===== src/rtl/dp_seq_pkg.sv =====
// dp_sequencer shared types: FSM states, command/ALU encodings,
// and the strobe bundle passed from the output decoder to the top.
package dp_seq_pkg;

  typedef enum logic [2:0] {
    IDLE,
    WRIMM,
    LDA,
    LDB,
    EXEC,
    WB,
    NOP
  } state_t;

  typedef enum logic [1:0] {
    OP_MOV_IMM = 2'b00,
    OP_MOV_REG = 2'b01,
    OP_ALU     = 2'b10,
    OP_RSVD    = 2'b11
  } cmd_op_t;

  typedef enum logic [1:0] {
    ALU_ADD = 2'b00,
    ALU_CMP = 2'b01,
    ALU_AND = 2'b10,
    ALU_MVN = 2'b11
  } alu_op_t;

  localparam logic VSEL_IMM = 1'b1;
  localparam logic VSEL_C   = 1'b0;

  typedef struct packed {
    logic write;
    logic vsel;
    logic loada;
    logic loadb;
    logic asel;
    logic loadc;
    logic loads;
    logic done;
    logic sel_rn;
    logic force_add;
  } strobe_t;

endpackage


===== src/rtl/dp_seq_outdec.sv =====
// Moore decode of sequencer state plus latched command into
// datapath strobes.
module dp_seq_outdec
  import dp_seq_pkg::*;
(
  input  state_t  state_i,
  input  cmd_op_t op_i,
  input  alu_op_t aluop_i,
  output strobe_t strb_o
);

  always_comb begin
    strb_o = '0;
    unique case (state_i)
      IDLE: ;
      WRIMM: begin
        strb_o.write = 1'b1;
        strb_o.vsel  = VSEL_IMM;
        strb_o.done  = 1'b1;
      end
      LDA: begin
        strb_o.loada  = 1'b1;
        strb_o.sel_rn = 1'b1;
      end
      LDB: strb_o.loadb = 1'b1;
      EXEC: begin
        if (op_i == OP_MOV_REG) begin
          strb_o.asel      = 1'b1;
          strb_o.loadc     = 1'b1;
          strb_o.force_add = 1'b1;
        end else if (aluop_i == ALU_CMP) begin
          strb_o.loads = 1'b1;
          strb_o.done  = 1'b1;
        end else begin
          strb_o.loadc = 1'b1;
          strb_o.loads = 1'b1;
        end
      end
      WB: begin
        strb_o.write = 1'b1;
        strb_o.vsel  = VSEL_C;
        strb_o.done  = 1'b1;
      end
      NOP: strb_o.done = 1'b1;
      default: ;
    endcase
  end

endmodule


===== src/rtl/dp_sequencer.sv =====
// Multi-cycle controller stepping the lab datapath through
// operand read, execute and write-back for one command at a time.
module dp_sequencer
  import dp_seq_pkg::*;
#(
  parameter int DATA_W = 16,
  parameter int REG_AW = 3
) (
  input  logic              clk,
  input  logic              rst_n,
  input  logic              cmd_valid,
  output logic              cmd_ready,
  input  logic [1:0]        cmd_op,
  input  logic [1:0]        cmd_aluop,
  input  logic [1:0]        cmd_shift,
  input  logic [REG_AW-1:0] cmd_rd,
  input  logic [REG_AW-1:0] cmd_rn,
  input  logic [REG_AW-1:0] cmd_rm,
  input  logic [DATA_W-1:0] cmd_imm,
  output logic [REG_AW-1:0] readnum,
  output logic [REG_AW-1:0] writenum,
  output logic              write,
  output logic              vsel,
  output logic [DATA_W-1:0] imm_out,
  output logic              loada,
  output logic              loadb,
  output logic              asel,
  output logic              bsel,
  output logic              loadc,
  output logic              loads,
  output logic [1:0]        aluop,
  output logic [1:0]        shift,
  output logic              done
);

  state_t              state_q, state_d;
  cmd_op_t             op_q;
  alu_op_t             aluop_q;
  logic [1:0]          shift_q;
  logic [REG_AW-1:0]   rd_q, rn_q, rm_q;
  logic [DATA_W-1:0]   imm_q;
  logic                accept;
  strobe_t             strb;

  assign cmd_ready = (state_q == IDLE);
  assign accept    = cmd_valid & cmd_ready;

  always_comb begin
    state_d = state_q;
    unique case (state_q)
      IDLE: begin
        if (cmd_valid) begin
          unique case (cmd_op_t'(cmd_op))
            OP_MOV_IMM: state_d = WRIMM;
            OP_MOV_REG: state_d = LDB;
            OP_ALU:     state_d = LDA;
            OP_RSVD:    state_d = NOP;
            default:    state_d = NOP;
          endcase
        end
      end
      LDA:  state_d = LDB;
      LDB:  state_d = EXEC;
      // CMP only updates status, so it skips write-back
      EXEC: state_d = (op_q == OP_ALU && aluop_q == ALU_CMP)
                      ? IDLE : WB;
      WRIMM, WB, NOP: state_d = IDLE;
      default: state_d = IDLE;
    endcase
  end

  always_ff @(posedge clk or negedge rst_n) begin
    if (!rst_n) begin
      state_q <= IDLE;
      op_q    <= OP_MOV_IMM;
      aluop_q <= ALU_ADD;
      shift_q <= '0;
      rd_q    <= '0;
      rn_q    <= '0;
      rm_q    <= '0;
      imm_q   <= '0;
    end else begin
      state_q <= state_d;
      if (accept) begin
        op_q    <= cmd_op_t'(cmd_op);
        aluop_q <= alu_op_t'(cmd_aluop);
        shift_q <= cmd_shift;
        rd_q    <= cmd_rd;
        rn_q    <= cmd_rn;
        rm_q    <= cmd_rm;
        imm_q   <= cmd_imm;
      end
    end
  end

  dp_seq_outdec u_outdec (
    .state_i (state_q),
    .op_i    (op_q),
    .aluop_i (aluop_q),
    .strb_o  (strb)
  );

  assign write    = strb.write;
  assign vsel     = strb.vsel;
  assign loada    = strb.loada;
  assign loadb    = strb.loadb;
  assign asel     = strb.asel;
  assign bsel     = 1'b0;
  assign loadc    = strb.loadc;
  assign loads    = strb.loads;
  assign done     = strb.done;
  assign readnum  = strb.sel_rn ? rn_q : rm_q;
  assign writenum = rd_q;
  assign imm_out  = imm_q;
  assign aluop    = strb.force_add ? ALU_ADD : aluop_q;
  assign shift    = shift_q;

endmodule


===== config.mk =====
export PLATFORM = sky130hd
export DESIGN_NAME = dp_sequencer
export DESIGN_NICKNAME = d
export VERILOG_FILES = /design/src/rtl/dp_seq_pkg.sv /design/src/rtl/dp_seq_outdec.sv /design/src/rtl/dp_sequencer.sv
export SDC_FILE = /design/constraint.sdc
export NUM_CORES = 1
export LEC_CHECK = 0
export ABC_AREA = 1
export CAP_MARGIN = 20
export CORE_MARGIN = 2
export CORE_UTILIZATION = 37
export DETAILED_ROUTE_END_ITERATION = 10
export PLACE_DENSITY = 0.75
export SYNTH_ARGS = -nofsm -noshare
export SYNTH_HDL_FRONTEND = slang
export SYNTH_SLANG_ARGS = --single-unit

===== constraint.sdc =====
create_clock -name clk -period 1.2 [get_ports clk]
set_input_delay 0.36 -clock clk [delete_from_list [all_inputs] [get_ports clk]]
set_output_delay 0.36 -clock clk [all_outputs]
set_load 0.02 [all_outputs]

==> results of run 1 <==
-- synthesized netlist by cell type, drive strengths merged --
cell type / number
a21oi: 3
buf: 7
clkbuf: 3
conb: 1
dfrtp: 34
inv: 16
nand2: 80
nand3: 34
nor2: 12
nor3: 2
o21ai: 4
-- worst max-delay path by stage --
| stage | from | to | slack [ps] | cells after the start |
|---|---|---|---|---|
| after floorplan | state_q[1] | aluop[0] | -290 | 4 |
| after global placement | state_q[1] | readnum[1] | -630 | 7 |
| after detailed placement | state_q[1] | readnum[0] | -710 | 7 |
| after CTS | state_q[1] | aluop[1] | -500 | 6 |
| after global routing | state_q[0] | aluop[1] | -600 | 6 |
| final | state_q[0] | aluop[0] | -520 | 6 |
-- report_power, final --
group,internal (mW),switching [mW],leakage [nW]
clock network,0.442,0.374,0.0431
registers,1.69,0.392,0.422
logic,2.91,2.56,1.13
-- state kept, by name, summed over array words and instances, names as in the netlist --
| name | flops |
|---|---|
| aluop_q | 2 |
| imm_out | 16 |
| op_q | 2 |
| rm_q | 3 |
| rn_q | 3 |
| shift | 2 |
| state_q | 3 |
| writenum | 3 |
-- layout make-up --
| type | instances | area [sq um] | area share (%) |
|---|---|---|---|
| well taps | 50 | 62.6 | 2.06 |
| multi-input cells | 136 | 707 | 23.3 |
| inverters | 16 | 67.6 | 2.23 |
| clock buffers | 6 | 82.6 | 2.73 |
| repair buffers | 121 | 1260 | 41.5 |
| flip-flops and latches | 34 | 853 | 28.2 |
-- what timing repair did --
item / 4_1_cts / 5_1_grt
setup buffers: 9 / 7
endpoints found under the setup margin: 67 / 64
hold buffers: 0 / 0
pin swaps: 6 / 7
gates cloned: 5 / 0
resized for setup: 176 / 56
-- kinds of logic after synthesis --
| group | synth area share, % |
|---|---|
| other | 0.235 |
| AOI/OAI and AO/OA | 2.20 |
| buffers and inverters | 8.63 |
| and+or+nand+nor | 35.6 |
| DFF | 53.3 |
-- layer usage --
| metal | up-vias | track usage, % | share of wire (%) |
|---|---|---|---|
| met5 | - | 0 | 0 |
| met4 | 0 | 7.48 | 1.2 |
| met3 | 6 | 3.92 | 5.4 |
| met2 | 52 | 37.0 | 53 |
| met1 | 806 | 24.0 | 40 |
| li1 | 851 | - | - |
-- worst reg2reg max path, delay by kind of cell, from the launching register on --
| family | cells | cell delay, ps |
|---|---|---|
| AND/OR/NAND/NOR | 5 | 380 |
| buffers and inverters | 6 | 680 |
| flip-flops | 1 | 440 |
-- per-stage QoR --
step | hold WS, ps | TNS [ps] | area (sq um) | power [mW] | setup slack [ps]
2_1_floorplan | 64.4 | -1980 | 1640 | 4.26 | -293
3_3_place_gp | 329 | -24090 | 2580 | 6.18 | -631
3_5_place_dp | 334 | -24440 | 2580 | 6.24 | -709
4_1_cts | 31.8 | -13550 | 2790 | 7.61 | -504
5_1_grt | 31.9 | -20580 | 3030 | 8.96 | -597
6_report | 26.1 | -16670 | 3030 | 8.38 | -524
==> flow_summary.toml, run 1 <==
[die]
num_rows = 23
initial_utilization_pct = 39.0
ports = 70
chipWidth_microns = 69.7
die-area_sq_um = 4850
core_sq_um = 4090
die_y_microns = 69.7

[synthesis]
synth_top_cells_by_area = "dfrtp_1 (53%), nand2_1 (16%), nand3_1 (11%)"
synthDistinctLibCells = 17
postSynthCellCount = 196
seq_total_area_yosys_pct = 53.3
post-synth-top-area-cell = "dfrtp_1"
synth_area_sq_um = 1600
synth-warning-count = 0
postSynthAreaPerCell_sq_um = 8.14
synth_top_area_share_pct = 53.3
postSynthNetCount = 230
postSynthRegisterBits = 34

[route]
drt-wirelength-per-cell_microns = 12.2
drt-total-wl_microns = 4410
detail_route.drc_violations = 0
routed-via-count = 1715
viasPerCell = 4.72
dr.first_iter.drc_count = 77
drt.antenna.violating_nets = 0
detailedRoute.firstPassIterationCount = 4

[layout]
layout.cells.most_common = "nand2_1"
final.fill_count = 304
antenna-diode-count = 0
flow.area_growth_from_synthesis_pct = 90.0
final-instance-count-excl-fill = 363
layout_common_cells = "nand2_1 (60), buf_4 (43), nand3_1 (33), dfrtp_1 (32), clkdlybuf4s50_1 (32)"
nNetsFinal = 348
final_core_utilization_pct = 74.2
final_layout_size_suffix_gt1_share_pct = 42.5

[sta]
fin_worst_setup_slack_ps = -524
grt_setup_unrepaired = "true"
final-setup-viol-count = 48
period_minus_slack_ps = 1720
report.final.slew_viol_count = 0
hold_viol = 0
final_min_period_over_clock_period_pct = 144
fmax_mhz = 580
skew_ps = 5.28

[worst_hold_path]
timing.hold.worst.class = "primary input to asynchronous set/reset pin"

[setup_path]
reg2reg_slack_ps = -410
critical_setup_path_kind = "flip-flop to output pin"
timing.rr.start = "state_q[0]"
crit_path_end_kind = "output pin"
worst_r2r_path_cells = 11
critPathArrivalTime_ps = 1360
crit_path_top_delay_cell = "dfrtp_2"
cp_data_required_time_ps = 840
cp_max_fo = 3
rr_endpoint = "imm_out[8]"
cp.buffers_inverters = 2
critical_path.max_stage_delay_ps = 440
cp-start-kind = "flip-flop"
path_cells = "nor2_4, nand2_2, nor3_4, buf_6, nor2_4, buf_6"
worst_path_dominant_cell_family = "flip-flops"

[clock_network]
cts_buffers = 5
cts_root_buffer = "clkbuf_8"
cts_max_path_buffers = 2
clkLatencyLatePin_ps = 280
clk_pin_slew_ps = 60
cts-htree-levels = 2
clkSinkCount = 34
cts_tree = "yes"

[placement]
place_hpwl_microns = 2800
port_buffers = 68
place_inst = 336
final_weighted_congestion_of_routability_driven_global_placement = 0.783

[global_route]
wire_length_of_the_first_global_routing_pass_microns = 7940
largest_net_degree_at_the_start_of_global_routing = 35
grt_overflow_total = 0
grt_pass1_vias = 1753
grt_antenna_before_repair = 0
grt.total_usage_pct = 20.5

[power_and_ir_drop]
p_per_area_nw_per_um2 = 2760
total_leakage_power_nw = 1.59
vdd.ir_drop.worst_mv = 1.61

[status]
failed_checks = "setup timing"
run_status = "finished, violations left"

[flow_run]
max_cap_violation_count = 0
Note: power is estimated with default switching activity, not from simulation.
==> run 2, diff against run 1 <==
--- a/config.mk
+++ b/config.mk
@@ -6,7 +6,7 @@
 export NUM_CORES = 1
 export LEC_CHECK = 0
 export ABC_AREA = 1
-export CAP_MARGIN = 20
+export CAP_MARGIN = 10
 export CORE_MARGIN = 2
 export CORE_UTILIZATION = 37
 export DETAILED_ROUTE_END_ITERATION = 10
==> results of run 2 <==
Final layout, timing and power as in run 1 (identical DEF).
==> run 3, diff against run 2 <==
--- a/config.mk
+++ b/config.mk
@@ -9,6 +9,7 @@
 export CAP_MARGIN = 10
 export CORE_MARGIN = 2
 export CORE_UTILIZATION = 37
+export CTS_CLUSTER_DIAMETER = 200
 export DETAILED_ROUTE_END_ITERATION = 10
 export PLACE_DENSITY = 0.75
 export SYNTH_ARGS = -nofsm -noshare
==> results of run 3 <==
Final layout, timing and power as in run 1 (identical DEF).
